--- config.mk ---
export PLATFORM = sky130hd
export DESIGN_NAME = mem_arbiter
export DESIGN_NICKNAME = d
export VERILOG_FILES = /design/src/rtl/mem_arbiter.sv
export SDC_FILE = /design/constraint.sdc
export NUM_CORES = 1
export LEC_CHECK = 0
export CORE_ASPECT_RATIO = 0.75
export CORE_MARGIN = 4
export CORE_UTILIZATION = 34
export DETAILED_ROUTE_END_ITERATION = 12
export HOLD_SLACK_MARGIN = 0.15
export PLACE_DENSITY_LB_ADDON = 0.2
export SYNTH_ARGS = -nofsm -noshare
export SYNTH_HDL_FRONTEND = slang
export SYNTH_SLANG_ARGS = --single-unit
--- constraint.sdc ---
create_clock -name clk -period 2.2 [get_ports clk]
set_input_delay 0.44 -clock clk [delete_from_list [all_inputs] [get_ports clk]]
set_output_delay 0.44 -clock clk [all_outputs]
set_load 0.01 [all_outputs]
--- src/rtl/mem_arbiter.sv ---
// mem_arbiter: shares one multi-cycle main memory between the I-cache fill
// path, the D-cache fill path and D-side write-through stores.
//   Requests : i_miss/i_miss_addr, d_miss/d_miss_addr, d_wr_req/addr/data
//   Memory   : mem_addr, mem_data_in, mem_enable, mem_wr (out);
//              mem_data_out, mem_data_valid (in)
//   Caches   : fill_addr, fill_data, {i,d}_data_we, {i,d}_tag_we
//   Status   : i_busy, d_busy (stalls), d_wr_ack (store accepted)
// A fill issues WORDS back-to-back reads, steers each returned word into the
// owning cache's data array, then writes that cache's tag.
module mem_arbiter #(
  parameter int MEM_LAT = 4,
  parameter int WORDS   = 8
) (
  input  logic        clk,
  input  logic        rst_n,
  input  logic        i_miss,
  input  logic [15:0] i_miss_addr,
  input  logic        d_miss,
  input  logic [15:0] d_miss_addr,
  input  logic        d_wr_req,
  input  logic [15:0] d_wr_addr,
  input  logic [15:0] d_wr_data,
  output logic [15:0] mem_addr,
  output logic [15:0] mem_data_in,
  output logic        mem_enable,
  output logic        mem_wr,
  input  logic [15:0] mem_data_out,
  input  logic        mem_data_valid,
  output logic [15:0] fill_addr,
  output logic [15:0] fill_data,
  output logic        i_data_we,
  output logic        d_data_we,
  output logic        i_tag_we,
  output logic        d_tag_we,
  output logic        i_busy,
  output logic        d_busy,
  output logic        d_wr_ack
);
  localparam int CW = $clog2(WORDS);

  typedef enum logic [1:0] {IDLE, WRITE, FILL, TAG} state_t;

  state_t        state_q;
  logic          owner_q;       // 1 = D-cache owns the fill
  logic [15:0]   base_q;
  logic [CW-1:0] issue_cnt_q, recv_cnt_q;
  logic          issue_done_q;
  logic          d_starved_q;
  // vld_pipe_q[k]: a read issued by us k cycles ago. Only a valid lining up
  // with one of our own reads is accepted, so words still in flight from
  // before a reset never land in a later fill.
  logic [MEM_LAT:1] vld_pipe_q, vld_pipe_d;

  logic        gnt_df, gnt_i, gnt_w, rd_issue, rd_accept;
  logic [15:0] issue_addr, recv_addr;

  assign gnt_df = d_miss & (d_starved_q | (~i_miss & ~d_wr_req));
  assign gnt_i  = i_miss & ~(d_starved_q & d_miss);
  assign gnt_w  = d_wr_req & ~i_miss & ~(d_starved_q & d_miss);

  assign rd_issue   = (state_q == FILL) & ~issue_done_q;
  assign rd_accept  = (state_q == FILL) & mem_data_valid & vld_pipe_q[MEM_LAT];
  assign issue_addr = base_q + (16'(issue_cnt_q) << 1);
  assign recv_addr  = base_q + (16'(recv_cnt_q) << 1);

  always_comb begin
    vld_pipe_d    = '0;
    vld_pipe_d[1] = rd_issue;
    for (int k = 2; k <= MEM_LAT; k++) vld_pipe_d[k] = vld_pipe_q[k-1];
  end

  always_comb begin
    mem_addr    = '0;
    mem_data_in = '0;
    mem_enable  = 1'b0;
    mem_wr      = 1'b0;
    fill_addr   = '0;
    fill_data   = '0;
    i_data_we   = 1'b0;
    d_data_we   = 1'b0;
    i_tag_we    = 1'b0;
    d_tag_we    = 1'b0;
    i_busy      = 1'b0;
    d_busy      = 1'b0;
    d_wr_ack    = 1'b0;
    case (state_q)
      IDLE: begin
        // Busy rises in the grant cycle itself so the pipeline stalls at once;
        // held low while in reset.
        i_busy = rst_n & gnt_i;
        d_busy = rst_n & (gnt_df | gnt_w);
      end
      WRITE: begin
        mem_enable  = 1'b1;
        mem_wr      = 1'b1;
        mem_addr    = d_wr_addr;
        mem_data_in = d_wr_data;
        d_wr_ack    = 1'b1;
        d_busy      = 1'b1;
      end
      FILL: begin
        mem_enable = rd_issue;
        mem_addr   = rd_issue ? issue_addr : 16'h0;
        fill_addr  = rd_accept ? recv_addr : 16'h0;
        fill_data  = rd_accept ? mem_data_out : 16'h0;
        i_data_we  = rd_accept & ~owner_q;
        d_data_we  = rd_accept & owner_q;
        i_busy     = ~owner_q;
        d_busy     = owner_q;
      end
      TAG: begin
        fill_addr = base_q;
        i_tag_we  = ~owner_q;
        d_tag_we  = owner_q;
        i_busy    = ~owner_q;
        d_busy    = owner_q;
      end
      default: ;
    endcase
  end

  always_ff @(posedge clk or negedge rst_n) begin
    if (!rst_n) begin
      state_q      <= IDLE;
      owner_q      <= 1'b0;
      base_q       <= '0;
      issue_cnt_q  <= '0;
      recv_cnt_q   <= '0;
      issue_done_q <= 1'b0;
      d_starved_q  <= 1'b0;
      vld_pipe_q   <= '0;
    end else begin
      vld_pipe_q <= vld_pipe_d;
      case (state_q)
        IDLE: begin
          issue_cnt_q  <= '0;
          recv_cnt_q   <= '0;
          issue_done_q <= 1'b0;
          if (gnt_df) begin
            state_q     <= FILL;
            owner_q     <= 1'b1;
            base_q      <= d_miss_addr & 16'hFFF0;
            d_starved_q <= 1'b0;
          end else if (gnt_i) begin
            state_q     <= FILL;
            owner_q     <= 1'b0;
            base_q      <= i_miss_addr & 16'hFFF0;
            d_starved_q <= d_miss;
          end else if (gnt_w) begin
            state_q <= WRITE;
          end
        end
        WRITE: state_q <= IDLE;
        FILL: begin
          if (rd_issue) begin
            issue_cnt_q <= issue_cnt_q + CW'(1);
            if (issue_cnt_q == CW'(WORDS-1)) issue_done_q <= 1'b1;
          end
          if (rd_accept) begin
            recv_cnt_q <= recv_cnt_q + CW'(1);
            if (recv_cnt_q == CW'(WORDS-1)) state_q <= TAG;
          end
        end
        TAG:     state_q <= IDLE;
        default: state_q <= IDLE;
      endcase
    end
  end
endmodule

==> results of run 1 <==
routing by layer:
layer  vias up  share of wire, %  GRT usage, %
met5         -                 0             0
met1      1048                44          22.1
met2        82                49          31.6
li1       1125                 -             -
met4         0              0.25          1.69
met3         2               7.2          5.83
worst max-delay path, cell delays in order (launching register included):
cell,delay (ns)
dfrtp_2,0.47
buf_4,0.15
ha_2,0.18
and3_4,0.17
a21oi_4,0.15
buf_12,0.15
nor2b_1,0.04
clkdlybuf4s15_2,0.22
report_power, final:
part | internal (uW) | switching [uW] | total (uW) | leakage [uW]
Clock | 127 | 157 | 284 | 0.0000255
Combinational | 1410 | 1280 | 2680 | 0.00153
Sequential | 719 | 196 | 915 | 0.000325
Total | 2250 | 1630 | 3880 | 0.00188
cell families (layout without fill, tap and decap cells):
family,Yosys count,count (layout),synth area share (%)
adder cells (fa/ha/maj),11,11,6.73
flip-flops,27,27,33.0
buffers and inverters,25,195,7.52
AO/OA/AOI/OAI,54,54,19.6
other,1,1,0.183
multiplexers,15,15,7.52
AND/OR/NAND/NOR,95,95,25.4
state kept, by name (all words and copies together), names as in the netlist:
register	count
vld_pipe_q	4
recv_cnt_q	3
owner_q	1
base_q	12
d_starved_q	1
issue_done_q	1
state_q	2
issue_cnt_q	3
worst min path at each step:
stage / from / to / slack [ns] / cells after the start
floorplan: rst_n / base_q[10]$_DFFE_PN0P_ / 0.14 / 0
global placement: vld_pipe_q[1]$_DFF_PN0_ / vld_pipe_q[2]$_DFF_PN0_ / 0.33 / 0
detailed placement: vld_pipe_q[3]$_DFF_PN0_ / vld_pipe_q[4]$_DFF_PN0_ / 0.34 / 0
CTS: vld_pipe_q[3]$_DFF_PN0_ / vld_pipe_q[4]$_DFF_PN0_ / 0.36 / 0
global route: vld_pipe_q[3]$_DFF_PN0_ / vld_pipe_q[4]$_DFF_PN0_ / 0.38 / 0
finish: vld_pipe_q[3]$_DFF_PN0_ / vld_pipe_q[4]$_DFF_PN0_ / 0.36 / 0
what timing repair did:
action / in CTS / in global routing
endpoints found under the setup margin: 70 / 54
setup buffers: 0 / 2
gates resized for setup: 133 / 78
cloned: 1 / 0
pin swaps: 2 / 13
hold buffers: 0 / 0
metrics by stage:
step	cells	util [%]	total power, uW
3_5_place_dp	469	65.0	3650
5_1_grt	476	64.6	4220
3_3_place_gp	469	65.0	3600
2_1_floorplan	228	-	2300
4_1_cts	474	66.4	3840
6_report	476	64.6	3880
layout make-up:
class	instances	area (um2)
timing repair buffer	184	1610
sequential	27	677
inverter	7	28.8
multi-input combinational	176	1310
clock buffer	3	41.3
clock inverter	1	5.00
fill	513	2060
tap	78	97.6
synth_stat cells, types with 2 or more instances:
library cell and count:
and2_1 39, dfrtp_1 27, nor2_1 21, a21oi_1 18
a22o_1 17, nor2b_1 14, mux2i_1 12, ha_1 11
nand2_1 7, inv_1 6, buf_4 5, buf_6 5
clkbuf_1 5, nand2b_1 5, o21ai_0 5, nand3_1 4
buf_2 3, mux2_2 3, and3_1 2
==> key figures, run 1 <==
Clock tree
  • Root buf cell: clkbuf_8
  • Clock Latency Late Sink: 0.27 ns
  • H-tree lvl count: 1
  • CTS tree: done
  • Clock net sink count: 27
  • Reg clk slew, reported paths: 0.09 ns
  • Total CTS buffers: 3
  • Clk buf depth: 2

Die
  • Io pins: 159
  • Die Span X: 97.6 um
  • Die height: 75.2 um
  • Num rows: 24
  • Core box area: 5830 um2
  • Initial Util: 35.1%
  • Die area: 7330 um2

Power and ir drop
  • Peak VDD IR: 0.551 mV
  • Leak pwr: 0.00188 uW
  • Pwr dens: 1030 nW/um2

Layout
  • Commonest cells after routing, fill and taps aside: clkdlybuf4s50_1, and2_1, dfrtp_1, buf_4, dlygate4sd2_1
  • Synth-to-Final Area Change: 83.9%
  • Share of layout cells above drive strength 1: 26.6%
  • Final #Nets: 496
  • Cell area after layout: 3760 um2
  • ANT cells: 0
  • Most common library cell in the layout ignoring fill and taps: clkdlybuf4s50_1

Global route
  • Antenna violations before repair: 0
  • Largest net degree at the start of global routing: 18
  • First-pass GRT wire length: 10600 um
  • Vias in the first global route: 2197
  • GRT Util Overall: 17.7%
  • Total congestion overflow: 0

Timing
  • Setup violators final: 3
  • Fin crit period: 2.23 ns
  • Setup TNS: -0.0644 ns
  • Tcrit/Tclk final: 101%
  • Fin worst setup slack: -0.0325 ns
  • Hold WS: 0.361 ns
  • Skew final: 0.00203 ns
  • Maximum clock rate: 448 MHz
  • Unrepaired setup endpoints after global routing: yes
  • Fin. max-slew vios: 0
  • Final hold violations: 0

Setup path
  • CP max FO: 12
  • R2r worst-path depth: 9
  • Critical Path AT: 1.79 ns
  • Reg-to-reg setup timing slack: 0.39 ns
  • WS Path Type: reg2out
  • Reg-to-Reg Start: state_q[0]$_DFFE_PN0P_
  • CP Capture Point: fill_addr[14]
  • CP required: 1.76 ns
  • CP startpoint: state_q[1]$_DFFE_PN0P_
  • Startpoint types: flop
  • Crit path capture type: primary output
  • Reg-to-Reg End: base_q[11]$_DFFE_PN0P_

Drt
  • Post-Route WL: 6800 um
  • Drc violations: 0
  • Antenna-violating nets left: 0
  • Initial DRC Count: 67
  • Routed wire length per instance: 14.3 um
  • Via density: 4.74
  • Drt first pass iters: 4
  • Via count: 2257

Placement
  • Placed inst area: 3780 um2
  • GPL Wtd Cong: 0.800
  • Pre-CTS setup slack: -0.322 ns
  • Port-buffer cells: 149
  • Final HPWL DP: 5420 um

Synthesis
  • #FFs+latches synth: 27
  • Post-synthesis sequential area ratio: 33.0%
  • Yosys top cell area share: 33.0%
  • Syn Nets: 325
  • Yosys cell types: 38
  • Async SR Flop Fraction: 100%
  • EDFF count, synth: 0
  • Largest area contributor in the netlist: dfrtp_1
  • Syn Std Cell Area: 2050 um2
  • Post-synthesis cell count: 228
  • Post-synth top flop: dfrtp_1
  • Syn_area_per_cell: 8.97 um2
  • YS warnings: 0
  • Synth area leaders: dfrtp_1, and2_1, a22o_1

Status
  • Status: finished, violations left
  • Violated checks: negative setup slack

Hold path
  • Worst hold path type: reg2reg

Flow run
  • Max-cap violation count: 0
(Power assumes the default switching activity.)
==> run 2: changes to the inputs <==
--- a/config.mk
+++ b/config.mk
@@ -14,3 +14,4 @@
 export SYNTH_ARGS = -nofsm -noshare
 export SYNTH_HDL_FRONTEND = slang
 export SYNTH_SLANG_ARGS = --single-unit
+export TNS_END_PERCENT = 5
==> run 2 against run 1 <==
  * The flow still finishes with violations (negative setup slack)
  * Non-clock buffer count grew 1
  * Maximum frequency shrank 0.39%
  * Combinational power grew 3%
  * Worst setup slack lost 0.0087 ns
  * Clock skew is essentially flat
  * Critical path depth is the same
  * Via count grew 0.44%
  * Die area is the same
  * Core utilization is essentially flat
  * Clock power is essentially flat
  * Wire length grew 2.1%
  * Largest power group unchanged
  * Highest routed layer unchanged
==> key figures, run 2 (synthesized netlist as in run 1, its figures left out) <==
Status
  • Status: finished, violations left
  • Violated checks: negative setup slack

Clock tree
  • H-tree lvl count: 1 (unchanged)
  • Root buf cell: clkbuf_8
  • CTS tree: done
  • Clock Latency Late Sink: 0.27 ns (about the same)
  • Clock net sink count: 27 (unchanged)
  • Clk buf depth: 2 (unchanged)
  • Total CTS buffers: 3 (unchanged)
  • Reg clk slew, reported paths: 0.09 ns (about the same)

Power and ir drop
  • Leak pwr: 0.00188 uW (about the same)
  • Peak VDD IR: 0.612 mV (+11%)
  • Tot Pwr: 3960 uW (+2.0%)
  • Pwr dens: 1050 nW/um2 (+1.9%)

Drt
  • Drc violations: 0 (unchanged)
  • Via count: 2267 (+0.44%)
  • Antenna-violating nets left: 0 (unchanged)
  • Routed wire length per instance: 14.6 um (+1.9%)
  • Initial DRC Count: 105 (+57%)
  • Post-Route WL: 6940 um (+2.1%)
  • Via density: 4.75 (+0.23%)
  • Drt first pass iters: 4 (unchanged)

Layout
  • Multi-input logic area: 1310 um2 (+0.38%)
  • Synth-to-Final Area Change: 84.0% (about the same)
  • Most common library cell in the layout ignoring fill and taps: clkdlybuf4s50_1
  • Sequential cell area: 677 um2 (unchanged)
  • Final #Nets: 497 (+0.20%)
  • ANT cells: 0 (unchanged)
  • Filler cells: 500 (-2.5%)
  • Top reg by flops: base_q
  • Regs by FF count: base_q x12, vld_pipe_q x4
  • Share of layout cells above drive strength 1: 29.3% (+2.7 points)
  • Cell area after layout: 3760 um2 (about the same)
  • Max reg flops: 12 (unchanged)
  • Commonest cells after routing, fill and taps aside: clkdlybuf4s50_1, and2_1, clkbuf_2, dfrtp_1, buf_4

Global route
  • First-pass GRT wire length: 10400 um (-1.6%)
  • Total congestion overflow: 0 (unchanged)
  • Largest net degree at the start of global routing: 21 (+3)
  • Vias in the first global route: 2201 (+0.18%)
  • GRT Util Overall: 17.4% (-0.34 points)
  • Antenna violations before repair: 0 (unchanged)

Timing
  • Final hold violations: 0 (unchanged)
  • Hold WS: 0.361 ns (+0.000342 ns)
  • Skew final: 0.00155 ns (-0.000480 ns)
  • Fin. max-slew vios: 0 (unchanged)
  • Setup violators final: 16 (+13)
  • Fin worst setup slack: -0.0412 ns (-0.00873 ns)
  • Tcrit/Tclk final: 102% (+0.40 points)
  • Unrepaired setup endpoints after global routing: yes
  • Maximum clock rate: 446 MHz (-0.39%)
  • Fin crit period: 2.24 ns (+0.00873 ns)

Die
  • Io pins: 159 (unchanged)
  • Die height: 75.2 um (unchanged)
  • Initial Util: 35.1% (unchanged)
  • Num rows: 24 (unchanged)
  • Die area: 7330 um2 (unchanged)
  • Core box area: 5830 um2 (unchanged)
  • Die Span X: 97.6 um (unchanged)

Hold path
  • Worst hold path type: reg2reg

Setup path
  • CP required: 1.76 ns (about the same)
  • Crit path capture type: primary output
  • Startpoint types: flop
  • Critical Path AT: 1.80 ns (about the same)
  • CP max FO: 15 (+3)
  • WS Path Type: reg2out

Placement
  • Placed inst area: 3780 um2 (unchanged)
  • GPL Wtd Cong: 0.800 (unchanged)
  • Port-buffer cells: 149 (unchanged)
  • Final HPWL DP: 5420 um (unchanged)

Flow run
  • Max-cap violation count: 0 (unchanged)
## run 2: path summary, 6_finish.rpt
| path | start | endpoint | slack [ns] | depth (start not counted) |
|---|---|---|---|---|
| worst max-delay path | state_q[0]$_DFFE_PN0P_ | mem_addr[3] | -0.04 | 7 |
| min in group asynchronous | rst_n | owner_q$_DFFE_PN0P_ | 0.54 | 2 |
| worst max register to register | state_q[0]$_DFFE_PN0P_ | base_q[5]$_DFFE_PN0P_ | 0.35 | 9 |
| max in group asynchronous | rst_n | state_q[1]$_DFFE_PN0P_ | 1.39 | 3 |
| worst min register to register | vld_pipe_q[3]$_DFF_PN0_ | vld_pipe_q[4]$_DFF_PN0_ | 0.36 | 0 |
| worst min-delay path | vld_pipe_q[3]$_DFF_PN0_ | vld_pipe_q[4]$_DFF_PN0_ | 0.36 | 0 |
## run 2: final cells by class
cell class / instances / area share, %
multi-input cells: 176 / 34.8
repair buffers: 185 / 42.6
flip-flops and latches: 27 / 18.0
inverters: 7 / 0.764
clock buffers: 3 / 1.10
well taps: 78 / 2.59
clock inverters: 1 / 0.133
## run 2: power by group
part / switching (uW) / total (uW) / internal, uW
combinational: 1300 / 2760 / 1450
sequential: 200 / 919 / 719
clock: 154 / 281 / 127
## run 2: worst max-delay path: stages, from the launching register on
cell,delay [ns]
dfrtp_1,0.40
inv_2,0.13
ha_2,0.20
nor2b_4,0.16
and2_4,0.16
buf_12,0.13
a22o_1,0.13
clkdlybuf4s15_2,0.23
## run 2: routing by layer
layer	routed length, um	GRT usage, %
met4	68	2.76
met1	2990	21.3
met5	0	0
met3	502	6.11
met2	3380	30.7
## run 2: what timing repair did
| action | CTS | global route |
|---|---|---|
| pin swaps | 2 | 6 |
| hold buffers | 0 | 0 |
| setup endpoints to repair | 70 | 60 |
| cloned | 0 | 1 |
| resized for setup | 124 | 95 |
| buffers inserted | 0 | 3 |
## run 2: per-stage QoR
| step | instances | TNS, ns | util [%] | worst slack [ns] |
|---|---|---|---|---|
| floorplan | 228 | 0 | - | 0.152 |
| finish | 477 | -0.334 | 64.6 | -0.0412 |
| global placement | 469 | -8.52 | 65.0 | -0.252 |
| global route | 477 | -2.37 | 64.6 | -0.120 |
| CTS | 473 | -1.98 | 65.4 | -0.206 |
| detailed placement | 469 | -9.61 | 65.0 | -0.322 |
